$ cat src/rtl/scan_sequencer.sv
// Channel scanner: walks the enabled bits of a 16-bit mask up or down, holding each
// index for dwell+1 cycles, and drives the 4-to-16 decoder select with registered outputs.
module scan_sequencer #(
  parameter int DWELL_W = 8
) (
  input  logic               clk,
  input  logic               rst_n,
  input  logic               start,
  input  logic               stop,
  input  logic               mode,
  input  logic               dir,
  input  logic [DWELL_W-1:0] dwell,
  input  logic [15:0]        mask,
  output logic [3:0]         idx,
  output logic               idx_valid,
  output logic               step,
  output logic               wrap,
  output logic               done,
  output logic               busy
);

  typedef enum logic {IDLE = 1'b0, SCAN = 1'b1} state_t;

  state_t             state_reg, state_next;
  logic [3:0]         idx_reg, idx_next;
  logic               idx_valid_reg, idx_valid_next;
  logic               step_reg, step_next;
  logic               wrap_reg, wrap_next;
  logic               done_reg, done_next;
  logic               busy_reg, busy_next;
  logic [DWELL_W-1:0] cnt_reg, cnt_next;
  logic               mode_reg, mode_next;
  logic               dir_reg, dir_next;
  logic [DWELL_W-1:0] dwell_reg, dwell_next;
  logic [15:0]        mask_reg, mask_next;

  logic [15:0] asc_rot, desc_rot;
  logic [3:0]  asc_k, desc_k, next_idx, first_lo, first_hi;
  logic        wrapped, at_end, start_ok;

  // Bit k of each rotated view is the channel k+1 steps away from idx_reg,
  // so the lowest set bit gives the distance to the next enabled channel.
  genvar gi;
  generate
    for (gi = 0; gi < 16; gi++) begin : g_rot
      localparam logic [3:0] OFF = 4'(gi + 1);
      assign asc_rot[gi]  = mask_reg[idx_reg + OFF];
      assign desc_rot[gi] = mask_reg[idx_reg - OFF];
    end
  endgenerate

  always_comb begin
    asc_k    = 4'd0;
    desc_k   = 4'd0;
    first_lo = 4'd0;
    first_hi = 4'd0;
    for (int i = 15; i >= 0; i--) begin
      if (asc_rot[i])  asc_k    = 4'(i);
      if (desc_rot[i]) desc_k   = 4'(i);
      if (mask[i])     first_lo = 4'(i);
    end
    for (int i = 0; i < 16; i++) begin
      if (mask[i]) first_hi = 4'(i);
    end
  end

  assign next_idx = dir_reg ? (idx_reg - desc_k - 4'd1) : (idx_reg + asc_k + 4'd1);
  assign wrapped  = dir_reg ? (next_idx >= idx_reg) : (next_idx <= idx_reg);
  assign at_end   = (cnt_reg == dwell_reg);
  assign start_ok = start && !stop && (mask != 16'd0);

  always_ff @(posedge clk) begin
    if (!rst_n) begin
      state_reg     <= IDLE;
      idx_reg       <= 4'd0;
      idx_valid_reg <= 1'b0;
      step_reg      <= 1'b0;
      wrap_reg      <= 1'b0;
      done_reg      <= 1'b0;
      busy_reg      <= 1'b0;
      cnt_reg       <= '0;
      mode_reg      <= 1'b0;
      dir_reg       <= 1'b0;
      dwell_reg     <= '0;
      mask_reg      <= 16'd0;
    end else begin
      state_reg     <= state_next;
      idx_reg       <= idx_next;
      idx_valid_reg <= idx_valid_next;
      step_reg      <= step_next;
      wrap_reg      <= wrap_next;
      done_reg      <= done_next;
      busy_reg      <= busy_next;
      cnt_reg       <= cnt_next;
      mode_reg      <= mode_next;
      dir_reg       <= dir_next;
      dwell_reg     <= dwell_next;
      mask_reg      <= mask_next;
    end
  end

  always_comb begin
    state_next = state_reg;
    case (state_reg)
      IDLE: if (start_ok) state_next = SCAN;
      SCAN: if (stop || (at_end && mode_reg && wrapped)) state_next = IDLE;
      default: state_next = IDLE;
    endcase
  end

  always_comb begin
    idx_next       = idx_reg;
    cnt_next       = cnt_reg;
    mode_next      = mode_reg;
    dir_next       = dir_reg;
    dwell_next     = dwell_reg;
    mask_next      = mask_reg;
    step_next      = 1'b0;
    wrap_next      = 1'b0;
    done_next      = 1'b0;
    idx_valid_next = (state_next == SCAN);
    busy_next      = (state_next == SCAN);
    if (state_reg == IDLE) begin
      if (start_ok) begin
        mode_next  = mode;
        dir_next   = dir;
        dwell_next = dwell;
        mask_next  = mask;
        idx_next   = dir ? first_hi : first_lo;
        cnt_next   = '0;
        step_next  = 1'b1;
      end
    end else if (!stop) begin
      if (!at_end) begin
        cnt_next = cnt_reg + 1'b1;
      end else if (mode_reg && wrapped) begin
        done_next = 1'b1;
      end else begin
        idx_next  = next_idx;
        cnt_next  = '0;
        step_next = 1'b1;
        wrap_next = wrapped;
      end
    end
  end

  assign idx       = idx_reg;
  assign idx_valid = idx_valid_reg;
  assign step      = step_reg;
  assign wrap      = wrap_reg;
  assign done      = done_reg;
  assign busy      = busy_reg;

endmodule

$ cat config.mk
export PLATFORM = sky130hd
export DESIGN_NAME = scan_sequencer
export DESIGN_NICKNAME = d
export VERILOG_FILES = /design/src/rtl/scan_sequencer.sv
export SDC_FILE = /design/constraint.sdc
export NUM_CORES = 1
export LEC_CHECK = 0
export CORE_MARGIN = 1
export CORE_UTILIZATION = 51
export DETAILED_ROUTE_END_ITERATION = 10
export DONT_BUFFER_PORTS = 1
export PLACE_DENSITY = 0.7
export SKIP_CTS_REPAIR_TIMING = 1
export SLEW_MARGIN = 30
export SYNTH_ARGS = -nofsm -noshare
export SYNTH_HDL_FRONTEND = slang
export SYNTH_SLANG_ARGS = --single-unit
$ cat constraint.sdc
create_clock -name clk -period 6.3 [get_ports clk]
set_input_delay 1.575 -clock clk [delete_from_list [all_inputs] [get_ports clk]]
set_output_delay 1.575 -clock clk [all_outputs]
set_load 0.01 [all_outputs]
== After elaboration in Yosys (flattened, before gate mapping) ==
Cells that the tools add are included.

* $add $sub $neg: 35
* $lt $le $gt $ge: 33
* Eq/ne operators: 5
* Muxes and demuxes: 145
* Bitwise gates (word level): 3
* Reduce and logical (&&, ||, !) cells: 14

{| class="wikitable"
|+ Operators with widths
! operator !! number
|-
| 4-bit two-way mux || 68
|-
| 4-bit by 5-bit < comparator with 1-bit output (second input constant) || 31
|-
| 1-bit binary-select mux with 4-bit select || 31
|-
| 1-bit two-way mux || 40
|-
| 8-bit two-way mux || 5
|-
| 4-bit adder (second input constant) || 8
|-
| 4-bit subtractor (second input constant) || 8
|-
| 4-bit by 3-bit adder with 4-bit output (second input constant) || 4
|-
| 16-bit nonzero test || 1
|-
| 4-bit by 3-bit subtractor with 4-bit output (second input constant) || 4
|-
| 4-bit by 1-bit adder with 4-bit output (second input constant) || 2
|-
| 4-bit by 2-bit adder with 4-bit output (second input constant) || 2
|-
| 8-bit by 1-bit adder with 8-bit output (second input constant) || 1
|-
| 8-bit == test || 1
|-
| 4-bit by 1-bit subtractor with 4-bit output (second input constant) || 2
|-
| 4-bit by 2-bit subtractor with 4-bit output (second input constant) || 2
|-
| 1-bit logical AND || 5
|-
| 5-bit OR reduction || 1
|-
| 4-bit adder || 1
|-
| 4-bit greater-or-equal comparator || 1
|-
| 4-bit less-or-equal comparator || 1
|-
| 2-bit != test (second input constant) || 2
|-
| 4-bit AND reduction || 1
|-
| 4-bit OR reduction || 1
|-
| other kinds (10) || 12
|}

* Register bits after elaboration: 42
* Output and inout port bits: 9
* Word-level logic and storage cells: 245

== Longest topological paths before layout ==
* Depth after elaboration: 28
* Mapped depth: 30

== Worst setup path before layout ==
Ideal clock, no wire load.

* Path kind: reg2reg
* Start point: register idx_reg[1] (netlist: idx[1])
* End point: register idx_reg[1] (netlist: idx[1])
* Library setup time: 0.065 ns
* Arrival: 6.554 ns
* Data required time: 6.235 ns
* Setup slack: -0.319 ns
* Cell stages (with the launch flop): 26
* Buffers on the path: 2
* Clock period less this slack: 6.619 ns
* Cells stage by stage: dfxtp_1 > clkbuf_1 > inv_1 > ha_1 > buf_6 > mux4_1 > mux4_1 > nor2_1 > o21ai_0 > a311o_1 > a311oi_1 > o21ai_0 > ha_1 > a21o_1 > a21oi_1 > xnor2_1 > mux2i_4 > xnor2_1 > ha_1 > o21a_1 > o21ai_0 > a31oi_1 > a32oi_1 > a21boi_1 > mux2_2 > nor2_1

* Longest elaborated chain between the ends: 26

{| class="wikitable"
|+ RTL lines
! element !! line !! source
|-
| start: declaration || 25 || <nowiki>logic [3:0] idx_reg, idx_next;</nowiki>
|-
| start signal: assignment || 88 || <nowiki>idx_reg <= idx_next;</nowiki>
|-
| 4-bit adder (tied with other cells) || 47 || <nowiki>assign asc_rot[gi] = mask_reg[idx_reg + OFF];</nowiki>
|-
| 1-bit binary-select mux with 4-bit select (tied with other cells) || 47 ||
|-
| 1-bit two-way mux (implied by the code) (tied with other cells) || 47 ||
|-
| 4-bit two-way mux (on tied branches) (15 in a row) || 58, 59 ||
|-
| 4-bit adder / 4-bit subtractor (equally long branches) || 67 || <nowiki>assign next_idx = dir_reg ? (idx_reg - desc_k - 4'd1) : (idx_reg + asc_k + 4'd1);</nowiki>
|-
| 4-bit by 1-bit adder with 4-bit output / 4-bit by 1-bit subtractor with 4-bit output (equally long branches) || 67 ||
|-
| 4-bit two-way mux || 67 ||
|-
| 4-bit less-or-equal comparator / 4-bit greater-or-equal comparator (equally long branches) || 68 || <nowiki>assign wrapped = dir_reg ? (next_idx >= idx_reg) : (next_idx <= idx_reg);</nowiki>
|-
| 1-bit two-way mux || 68 ||
|-
| 1-bit logical AND || 136 || <nowiki>end else if (mode_reg && wrapped) begin</nowiki>
|-
| 2-bit != test (no source line) || n/a ||
|-
| 4-bit AND reduction (no source line) || n/a ||
|}

Parallel ways exist; a longest one is shown, timed or not. The select of a mux whose other input is x is not followed.
A chain may end at the register's enable or synchronous reset.

== Final worst setup path ==
* Start point: register idx_reg[1] (netlist: idx[1])
* End point: register cnt_reg[5]

* Longest elaborated chain between the ends: 26

{| class="wikitable"
|+ RTL lines
! element !! line !! source
|-
| 4-bit adder (tied with other cells) || 47 ||
|-
| 1-bit binary-select mux with 4-bit select (tied with other cells) || 47 ||
|-
| 1-bit two-way mux (implied by the code) (tied with other cells) || 47 ||
|-
| 4-bit two-way mux (on tied branches) (15 in a row) || 58, 59 ||
|-
| 4-bit adder / 4-bit subtractor (equally long branches) || 67 ||
|-
| 4-bit by 1-bit adder with 4-bit output / 4-bit by 1-bit subtractor with 4-bit output (equally long branches) || 67 ||
|-
| 4-bit two-way mux || 67 ||
|-
| 4-bit less-or-equal comparator / 4-bit greater-or-equal comparator (equally long branches) || 68 ||
|-
| 1-bit two-way mux * || 68 ||
|-
| 1-bit logical AND * || 136 ||
|-
| 3-bit != test (no source line) * || n/a ||
|-
| 3-bit AND reduction (no source line) * || n/a ||
|-
| end signal: assignment || 94 || <nowiki>cnt_reg <= cnt_next;</nowiki>
|-
| end: declaration || 31 || <nowiki>logic [DWELL_W-1:0] cnt_reg, cnt_next;</nowiki>
|}

Every way passes the cells marked *; elsewhere a longest branch is shown, timed or not. The select of a mux whose other input is x is not followed.

==> impl_metrics.ini <==
[outcome]
status = finished, final reports clean

[detailed_routing]
avgViaCountPerCell = 5.88
dr.pass1.iters = 4
dr_total_vias = 2903
wire_per_inst_microns = 16.4
wirelength_mm = 8.09
ant_nets = 0
route.detailed.drc = 0
drt_iter0_drc = 181

[sta]
finalHoldViolCount = 0
tightest_slew_ps = 874
tns_ps = 0
max_freq_ghz = 0.168
fin_crit_sh_pct = 94.6
clock_skew_ps = 10.0
rsz0062_at_grt = false
hold_slack_ps = 501
setup_viol = 0
finalCriticalPeriod_ps = 5960
final_max_slew_viol_count = 0
slew_headroom_pct = 41.4

[clock_network]
cts_made_buffers = 5
cts_sinks = 42
clk_pin_slew_worst_paths_ps = 80
root_buffer = clkbuf_8
cts_tree = built
h-tree-depth = 2
cts.path.max_buffers = 2
insertion_delay_ps = 290

[final_layout]
final_util_pct = 57.1
drive_gt1_share_pct = 13.3
multi_input_area_sq_um = 2660
largest_reg_flops = 16
antennaDiodeCount = 0
syn2layout_area_growth_pct = 7.51
instances_no_fill = 494
fill_cells = 629
nets = 447
mostFrequentLayoutCell = nor2_1
regArea_sq_um = 841
mostFrequentLayoutCells = nor2_1 (57), dfxtp_1 (42), mux2i_1 (34)

[logic_synthesis]
ys_seq_area_share_pct = 23.0
synth_top_family_by_area = multiplexers
synthArstFlopShare_pct = 0
synth-simple-area-share_pct = 16.5
synth_cell_types = 53
synth_top_area_cell = dfxtp_1
syn_nets = 443
synth_compound_area_share_pct = 12.2
ys.flop_type = dfxtp_1
synth_warnings = 0
synth_mux_area_share_pct = 28.9
netlist_area_sq_um = 3650
synthAdderAreaFrac_pct = 7.27
postSynthCellCount = 393
synth.top_cells.by_area = dfxtp_1 (23%), mux2i_1 (9.6%), mux4_1 (9.4%), mux4_2 (8.0%), ha_1 (6.2%)
synth.top_cell.area_share_pct = 23.0
synth_edf_count = 0
synth_xor_xnor_area_share_pct = 6.72
ys_ff_latch = 42
syn_avg_cell_area_sq_um = 9.29

[critical_path]
worstPathMaxFanout = 7
cp_top_family = compound AO/OA/AOI/OAI gates
path_buf_inv = 3
critPathKind = flop to flop
cp.arrival_ps = 6140
max_stage_delay_ps = 590
cp-end-kind = flop
start_kind = flop
slowest_stage = mux2i_1
regToRegSetupSlack_ps = 340
crit_required_ps = 6480
crit_top_cell = ha_1

[global_routing]
grt_start_max_net_pins = 33
grt_first_pass_wirelength_mm = 13.4
grt_pass1_vias = 2800
track_usage_pct = 22.9
antenna_found_initial = 0
overflow = 0

[floorplan]
coreArea_sq_um = 6870
pin_count = 39
start_util_pct = 53.2
dieArea_sq_um = 7500
fp.dieH_microns = 86.6
rows = 30
die_x_microns = 86.6

[min_path]
min-delay-path-class = flop to flop

[placed_design]
port_buffers = 0
placed_cells = 482
dp.final_hpwl_mm = 6.15
gp_congestion = 0.853

[power]
p_leak_nw = 1.63
peakVddDrop_uv = 213
power.density_nw_per_um2 = 278
power_mw = 1.09

[run]
drv_cap = 0
area by class of cell:
class,instances,area share [%]
Clock buffer,5,1.75
Clock inverter,3,1.02
Inverter,28,2.68
Multi-Input combinational cell,308,67.7
Sequential cell,42,21.4
Tap cell,96,3.06
Timing Repair Buffer,12,2.39
cells in the mapped netlist (2+ instances only):
| library cell | count |
|---|---|
| nor2_1 | 58 |
| dfxtp_1 | 42 |
| mux2i_1 | 35 |
| a21oi_1 | 26 |
| inv_1 | 26 |
| nand2_1 | 21 |
| ha_1 | 18 |
| xor2_1 | 16 |
| mux4_1 | 13 |
| mux4_2 | 13 |
| xnor2_1 | 12 |
| o21ai_0 | 9 |
| nand2b_1 | 8 |
| nand3_1 | 8 |
| o21bai_1 | 8 |
| clkbuf_1 | 7 |
| buf_2 | 5 |
| nand4_1 | 5 |
| a211oi_1 | 4 |
| o21a_1 | 4 |
| o31ai_1 | 4 |
| and2_1 | 3 |
| buf_6 | 3 |
| mux2_2 | 3 |
| nor2b_1 | 3 |
| nor3_1 | 3 |
| nor4_1 | 3 |
| a21o_1 | 2 |
| a311oi_1 | 2 |
| a31oi_1 | 2 |
| and3_1 | 2 |
| clkinv_1 | 2 |
| fa_1 | 2 |
| nor3_4 | 2 |
where the power goes:
| group | leakage [nW] | internal, mW | switching [mW] |
|---|---|---|---|
| combinational | 1.23 | 0.281 | 0.307 |
| sequential | 0.342 | 0.278 | 0.0168 |
| clock | 0.0579 | 0.117 | 0.0930 |
layer usage:
metal  GRT usage [%]  routed length [microns]  up-vias
met1            30.6                     3700     1387
met2            37.7                     3890       81
met5               0                        0        -
li1                -                        -     1427
met3            4.00                      411        8
met4            7.27                       95        0
kinds of logic after synthesis:
| logic type | count (synthesis) |
|---|---|
| adder cells (fa/ha/maj) | 20 |
| multiplexers | 66 |
| buffers and inverters | 44 |
| AND/OR/NAND/NOR | 123 |
| XOR/XNOR | 28 |
| flip-flops | 42 |
| AO/OA/AOI/OAI | 70 |
stage by stage:
| step | cell area [sq um] | setup slack, ps |
|---|---|---|
| floorplan | 3670 | 38.1 |
| global placement | 3770 | 257 |
| detailed placement | 3770 | 133 |
| CTS | 3880 | 110 |
| global route | 3930 | 6.75 |
| finish | 3930 | 342 |
final timing paths:
| check | depth (start not counted) | from | to |
|---|---|---|---|
| worst max-delay path | 27 | idx[1]$_SDFFE_PN0P_ | cnt_reg[5]$_SDFFE_PN0P_ |
| worst min-delay path | 1 | mode_reg$_SDFFE_PN0P_ | wrap$_SDFF_PP0_ |
| worst max register to register | 27 | idx[1]$_SDFFE_PN0P_ | cnt_reg[5]$_SDFFE_PN0P_ |
| worst min register to register | 1 | mode_reg$_SDFFE_PN0P_ | wrap$_SDFF_PP0_ |
Power figures use the tool's default switching activity.
